--- src/rtl/robo_pkg.sv ---
// Shared constants for the robot sensor conditioning path: channel indices,
// channel count and the default debounce length (1 ms at 50 MHz).
package robo_pkg;

  typedef enum logic [1:0] {
    CH_A = 2'd0,
    CH_D = 2'd1,
    CH_F = 2'd2,
    CH_E = 2'd3
  } ch_idx_e;

  localparam int unsigned NUM_CH           = 4;
  localparam int unsigned DEBOUNCE_DEFAULT = 50000;

endpackage

--- src/rtl/debounce_channel.sv ---
// One sensor channel: two-flop synchroniser, stability counter, output register.
// o_toggle flags the cycle on which o_level is about to change.
module debounce_channel
  import robo_pkg::*;
#(
  parameter int unsigned DEBOUNCE_CYCLES = DEBOUNCE_DEFAULT
) (
  input  logic clk,
  input  logic rst_n,
  input  logic i_raw,
  output logic o_level,
  output logic o_toggle
);

  localparam int unsigned   CW   = $clog2(DEBOUNCE_CYCLES) + 1;
  localparam logic [CW-1:0] LAST = CW'(DEBOUNCE_CYCLES - 1);

  logic          r_sync1;
  logic          r_sync2;
  logic [CW-1:0] r_cnt;
  logic          r_level;
  logic          w_diff;
  logic          w_done;

  assign w_diff = (r_sync2 != r_level);
  assign w_done = w_diff && (r_cnt == LAST);

  always_ff @(posedge clk or negedge rst_n) begin
    if (!rst_n) begin
      r_sync1 <= 1'b0;
      r_sync2 <= 1'b0;
      r_cnt   <= '0;
      r_level <= 1'b0;
    end else begin
      r_sync1 <= i_raw;
      r_sync2 <= r_sync1;
      // Any sample matching the current output restarts the stability window.
      if (!w_diff) begin
        r_cnt <= '0;
      end else if (w_done) begin
        r_level <= r_sync2;
        r_cnt   <= '0;
      end else begin
        r_cnt <= r_cnt + CW'(1);
      end
    end
  end

  assign o_level  = r_level;
  assign o_toggle = w_done;

endmodule

--- src/rtl/sensor_debounce.sv ---
// Debounces the four raw robot sensor pins into SenE/SenF/SenD/SenA with a
// post-reset validity flag. Define SENSOR_EVT_EN to add the sens_evt pulse port.
module sensor_debounce
  import robo_pkg::*;
#(
  parameter int unsigned DEBOUNCE_CYCLES = DEBOUNCE_DEFAULT
) (
  input  logic              clk,
  input  logic              rst_n,
  input  logic              raw_e,
  input  logic              raw_f,
  input  logic              raw_d,
  input  logic              raw_a,
  output logic              SenE,
  output logic              SenF,
  output logic              SenD,
  output logic              SenA,
`ifdef SENSOR_EVT_EN
  output logic [NUM_CH-1:0] sens_evt,
`endif
  output logic              sens_valid
);

  localparam int unsigned   WW        = $clog2(DEBOUNCE_CYCLES + 2) + 1;
  localparam logic [WW-1:0] WARM_LAST = WW'(DEBOUNCE_CYCLES + 1);

  logic [NUM_CH-1:0] w_raw;
  logic [NUM_CH-1:0] w_lvl;
  logic [NUM_CH-1:0] w_tgl;
  logic [WW-1:0]     r_warm;
  logic              r_valid;

  assign w_raw[CH_E] = raw_e;
  assign w_raw[CH_F] = raw_f;
  assign w_raw[CH_D] = raw_d;
  assign w_raw[CH_A] = raw_a;

  for (genvar g = 0; g < NUM_CH; g++) begin : g_ch
    debounce_channel #(
      .DEBOUNCE_CYCLES(DEBOUNCE_CYCLES)
    ) u_ch (
      .clk     (clk),
      .rst_n   (rst_n),
      .i_raw   (w_raw[g]),
      .o_level (w_lvl[g]),
      .o_toggle(w_tgl[g])
    );
  end

  // Warm-up counter freezes once valid is set; only reset clears it.
  always_ff @(posedge clk or negedge rst_n) begin
    if (!rst_n) begin
      r_warm  <= '0;
      r_valid <= 1'b0;
    end else if (!r_valid) begin
      if (r_warm == WARM_LAST) begin
        r_valid <= 1'b1;
      end else begin
        r_warm <= r_warm + WW'(1);
      end
    end
  end

`ifdef SENSOR_EVT_EN
  logic [NUM_CH-1:0] r_evt;

  // Registering the channel's toggle strobe equals next-level XOR current-level.
  always_ff @(posedge clk or negedge rst_n) begin
    if (!rst_n) begin
      r_evt <= '0;
    end else begin
      r_evt <= r_valid ? w_tgl : '0;
    end
  end

  assign sens_evt = r_evt;
`else
  logic w_unused_tgl;
  assign w_unused_tgl = ^w_tgl;
`endif

  assign SenE       = w_lvl[CH_E];
  assign SenF       = w_lvl[CH_F];
  assign SenD       = w_lvl[CH_D];
  assign SenA       = w_lvl[CH_A];
  assign sens_valid = r_valid;

endmodule
--- config.mk ---
export PLATFORM = sky130hd
export DESIGN_NAME = sensor_debounce
export DESIGN_NICKNAME = d
export VERILOG_FILES = /design/src/rtl/robo_pkg.sv /design/src/rtl/debounce_channel.sv /design/src/rtl/sensor_debounce.sv
export SDC_FILE = /design/constraint.sdc
export NUM_CORES = 1
export LEC_CHECK = 0
export CORE_UTILIZATION = 50
export DETAILED_ROUTE_END_ITERATION = 10
export GPL_ROUTABILITY_DRIVEN = 0
export MAX_ROUTING_LAYER = met4
export PLACE_DENSITY = 0.67
export SLEW_MARGIN = 15
export SYNTH_ARGS = -nofsm -noshare
export SYNTH_HDL_FRONTEND = slang
export SYNTH_SLANG_ARGS = --single-unit
--- constraint.sdc ---
create_clock -name clk -period 3.3 [get_ports clk]
set_input_delay 0.66 -clock clk [delete_from_list [all_inputs] [get_ports clk]]
set_output_delay 0.66 -clock clk [all_outputs]
set_load 0.02 [all_outputs]
# Word-level counts from Yosys, hierarchy flattened
# Index checks and enable logic that the tools add are counted.
# word_totals
in_bits	6
wordCells	53
mem_bits_ro	0
ramBits	0
reg_bits	98
latch_bits	0
mem_count	0
# op_classes
muxes	10
order_cmp	0
bitwise	2
reduce_logical	9
n_mul	0
div	0
add_sub_neg	5
n_eq_ne	9
shifts	0
# ops
cell	n
2-to-1 mux 17 bit	8
adder 17 x 1 -> 17 bit (second input constant)	5
== test 17 x 16 -> 1 bit (second input constant)	5
AND reduction 2 bit	5
logical AND 1 bit	4
inequality test 1 bit	4
2-to-1 mux 1 bit	2
NOT 1 bit	2

# Logic depth before layout (Yosys ltp)
# depth
depth_word	4
ltp_mapped	6
ltp_nobuf	6

# Modules after synthesis
# Synthesis repeated with hierarchy kept, for this count alone.
# hier_totals
cells_unflattened	430
area_unflattened_um2	4667.0
# by_module_without_submodules
module	area_per_inst_um2	n_inst	cells_each
debounce_channel	948.4	4	90
sensor_debounce	873.3	1	70

# Least setup slack after synthesis
# No wires, ideal clock.
# synth_timing
path_kind	reg-to-reg
startpoint	register g_ch[0].u_ch.r_cnt[0]
endpoint	register g_ch[0].u_ch.r_cnt[10]
required_time_ns	3.179
path_stages_with_launch	7
t_arrival_ns	1.734
slack_ns	1.444
setup_time_ns	0.121
cell_sequence	dfrtp_1 ha_1 and3_1 nand3_1 o41ai_4 buf_2 nor2_1
# synth_between
elab_chain_len	4
# synth_rtl
element	line_no	rtl
start, declared	debounce_channel.sv:20	logic [CW-1:0] r_cnt;
start signal, assigned	debounce_channel.sv:44	r_cnt <= r_cnt + CW'(1);
parallel branches: the longest is 2 deep, another holds adder 17 x 1 -> 17 bit	-	
2-to-1 mux 17 bit *	debounce_channel.sv:40	end else if (w_done) begin
2-to-1 mux 17 bit *	debounce_channel.sv:38	if (!w_diff) begin
# Every way passes the cells marked *.
# A chain may end at the register's enable or synchronous reset.

# Worst setup path in the final report
# layout_timing
startpoint	register g_ch[0].u_ch.r_cnt[0]
endpoint	register g_ch[0].u_ch.r_cnt[15]
# The elaborated chain is that of the path after synthesis.

==> PnR_summary.wiki <==
{| class="wikitable"
! Metric !! Value
|-
| Setup CP Type || reg -> reg
|-
| Setup bufs post-CTS || 0
|-
| Core Region || 8806 um^2
|-
| All-layer global routing usage || 0.1860
|-
| Initial Utilization || 0.5237
|-
| Num Clock Sinks || 98
|-
| Clock network fraction of design power || 0.359
|-
| Internal Dissipation || 1.526 mW
|-
| Class of the most critical hold timing path || reg -> reg
|-
| Instance count after placement with tap cells included || 562
|-
| Final hold violation count || 0
|-
| VDD IR-drop max || 0.2441 mV
|-
| Count of nets after finishing || 477
|-
| Number of H-tree levels || 3
|-
| Vertical die dimension || 98.04 um
|-
| Worst-path fanout max || 17
|-
| Setup TNS || 0 ns
|-
| Worst EP arrival || 2.46 ns
|-
| Max Root-Sink Buffers || 2
|-
| Worst-margin pin slew || 1.010 ns
|-
| Routed Wire Length || 7.772 mm
|-
| Vias in the first global route || 3133
|-
| Antenna fix cells || 0
|-
| Sequential element share of the synthesized area || 0.5317
|-
| Hold buffer count at cts || 0
|-
| Power Density || 405.6 nW/um^2
|-
| First drt pass iteration count || 4
|-
| DRC violation total after the first TritonRoute iteration || 129
|-
| Detailed-route via count || 3148
|-
| Post-route total power || 2.033 mW
|-
| Sequential cell area in the final layout || 2452 um^2
|-
| Largest cells by area after synthesis || sky130_fd_sc_hd__dfrtp_1 (53%), sky130_fd_sc_hd__xnor2_1 (11%), sky130_fd_sc_hd__nor2_1 (6.7%)
|-
| Setup-failing EPs final || 0
|-
| Port bufs || 10
|-
| Count of instances resized after the clock tree is built || 0
|-
| Hold slack final || 0.3522 ns
|-
| Routed Antenna Nets || 0
|-
| Area growth from synthesis to layout || 8.709%
|-
| Count of cell types in the netlist || 30
|-
| Number of core rows || 34
|-
| Net count after synthesis || 458
|-
| Post-Syn Area per Cell || 10.34 um^2
|-
| Die footprint || 9612 um^2
|-
| Final Cycle Share || 0.6812
|-
| Library cell with the largest summed area after synthesis || sky130_fd_sc_hd__dfrtp_1
|-
| Final Util || 0.5693
|-
| Avg WL per Cell || 13.45 um
|-
| Top library cells by usage in the layout, fill and taps aside || sky130_fd_sc_hd__dfrtp_1 (98), sky130_fd_sc_hd__nor2_1 (82), sky130_fd_sc_hd__xnor2_1 (60)
|-
| RSZ-0062 raised after global routing || false
|-
| Switching power share of the total || 0.2495
|-
| CP startpoint kind || register
|-
| CTS tree || yes
|-
| Die width || 98.04 um
|-
| Critical path endpoint category || register
|-
| Psw || 507.4 uW
|-
| Post-detailed-route via-to-cell ratio || 5.446
|-
| Initial antenna violation count || 0
|-
| DRC errors left || 0
|-
| Proportion of power drawn by combinational gates || 0.035
|-
| Worst skew pair latency || 0.36 ns
|-
| First-pass GRT wire length || 14.01 mm
|-
| Data required time of the worst path || 3.51 ns
|-
| CTS Buf Count || 9
|-
| Status || completed
|-
| Highest clock rate || 0.4449 GHz
|-
| Proportion of power drawn by flip-flops and latches || 0.606
|-
| Number of placed I/O pins || 11
|-
| Number of fillers in the final layout || 800
|-
| Count of state elements after synthesis || 98
|-
| Largest net degree at the start of global routing || 84
|-
| Number of max-capacitance violations reported || 0
|-
| Synthesized cell area || 4612 um^2
|-
| Clock-pin slew on the worst setup and hold paths || 0.11 ns
|-
| Fraction of synthesized cell area taken by the top area cell type || 0.5317
|-
| Synthesized netlist cell count || 446
|-
| Fraction of final layout cells with drive strength greater than 1 || 0.06383
|-
| Most common cell after layout, fill and taps aside || sky130_fd_sc_hd__dfrtp_1
|-
| Master cell of the clock root buffer || sky130_fd_sc_hd__clkbuf_8
|-
| Tightest slew margin relative to the limit || 0.3267
|-
| Total half-perimeter wirelength after legalization and detailed placement || 5.301 mm
|-
| Multi-input combinational cell area || 2063 um^2
|-
| Final non-filler cell total || 578
|-
| Final worst path period need || 2.248 ns
|-
| Count of final max-slew check failures || 0
|-
| Number of warning messages in the yosys log || 0
|-
| Leakage dissipation || 2.034 nW
|-
| Layout Skew || 0.01306 ns
|-
| Total congestion overflow || 0
|}
-- flip-flops by register name (all words and copies together), names as in the netlist --
register	cells
g_ch.u_ch.r_sync2	4
sens_valid	1
g_ch.u_ch.o_level	4
r_warm	17
g_ch.u_ch.r_cnt	68
g_ch.u_ch.r_sync1	4
-- synthesized netlist by cell type --
cell and instances:
sky130_fd_sc_hd__nor2_1 82, sky130_fd_sc_hd__or4_1 6, sky130_fd_sc_hd__nor2b_1 1, sky130_fd_sc_hd__mux2i_1 1, sky130_fd_sc_hd__nand3_1 27, sky130_fd_sc_hd__nand2b_1 3
sky130_fd_sc_hd__nor3_1 21, sky130_fd_sc_hd__ha_1 6, sky130_fd_sc_hd__xnor2_1 60, sky130_fd_sc_hd__a21oi_1 3, sky130_fd_sc_hd__o41ai_4 3, sky130_fd_sc_hd__or3_1 5
sky130_fd_sc_hd__mux2_2 4, sky130_fd_sc_hd__nand4b_1 2, sky130_fd_sc_hd__nand2_1 29, sky130_fd_sc_hd__buf_2 2, sky130_fd_sc_hd__buf_6 2, sky130_fd_sc_hd__o31ai_1 2
sky130_fd_sc_hd__nand4_1 21, sky130_fd_sc_hd__inv_1 17, sky130_fd_sc_hd__nor4b_1 2, sky130_fd_sc_hd__and4_1 1, sky130_fd_sc_hd__o21ai_2 1, sky130_fd_sc_hd__nor4_1 21
sky130_fd_sc_hd__or4_4 2, sky130_fd_sc_hd__and3_1 5, sky130_fd_sc_hd__and3b_1 1, sky130_fd_sc_hd__dfrtp_1 98, sky130_fd_sc_hd__xor2_1 17, sky130_fd_sc_hd__or4b_2 1
-- power by group through the flow --
stage	Clock, mW	Sequential [mW]	Combinational [mW]
after global routing	0.807	1.24	0.0865
after global placement	0	1.26	0.0734
after detailed placement	0	1.26	0.0755
after CTS	0.758	1.23	0.0756
final	0.730	1.23	0.0718
after floorplan	0	1.25	0.0385
-- final timing paths --
kind / start / to / slack [ns] / depth (start not counted)
worst max-delay path: g_ch[0].u_ch.r_cnt[0] / g_ch[0].u_ch.r_cnt[15] / 1.05 / 5
worst min-delay path: g_ch[0].u_ch.r_sync1 / g_ch[0].u_ch.r_sync2 / 0.35 / 0
worst max register to register: g_ch[0].u_ch.r_cnt[0] / g_ch[0].u_ch.r_cnt[15] / 1.05 / 5
worst min register to register: g_ch[0].u_ch.r_sync1 / g_ch[0].u_ch.r_sync2 / 0.35 / 0
max in group asynchronous: rst_n / g_ch[1].u_ch.r_cnt[3] / 2.09 / 2
min in group asynchronous: rst_n / g_ch[3].u_ch.r_cnt[12] / 0.46 / 1
-- final cells by class --
cell class                 instances  area share
multi-input combinational        327      0.4115
inverter                          17     0.01273
tap                              108     0.02695
timing repair buffer              12     0.02246
sequential                        98      0.4891
clock buffer                       9     0.02471
clock inverter                     7     0.01248
-- layer usage --
layer / vias to the layer above / GRT usage / wire, um
met5: - / - / 0
met4: 0 / 0.05594 / 79
met3: 8 / 0.03436 / 148
met2: 22 / 0.2904 / 3575
met1: 1540 / 0.2489 / 3968
li1: 1578 / - / -
-- worst max-delay path, cell delays in order, from the launching register on --
cell                      delay [ns]
sky130_fd_sc_hd__dfrtp_1        0.42
sky130_fd_sc_hd__ha_1           0.23
sky130_fd_sc_hd__and3_1         0.23
sky130_fd_sc_hd__nand3_1        0.17
sky130_fd_sc_hd__o41ai_4        0.89
sky130_fd_sc_hd__nor2_1         0.16
-- metrics by stage --
step / setup WS, ns / area [um^2]
after floorplan: 1.444 / 4612
after global placement: 1.107 / 4827
after detailed placement: 1.036 / 4827
after CTS: 1.020 / 5014
after global routing: 0.8158 / 5014
final: 1.052 / 5014
-- kinds of logic after synthesis --
| kind of cell | share of synthesized area |
|---|---|
| flops | 0.5317 |
| buf+inv | 0.02089 |
| xor+xnor | 0.1462 |
| fa+ha+maj | 0.01628 |
| mux | 0.01194 |
| compound gates | 0.02631 |
| simple gates | 0.2466 |
(Power assumes the default switching activity.)
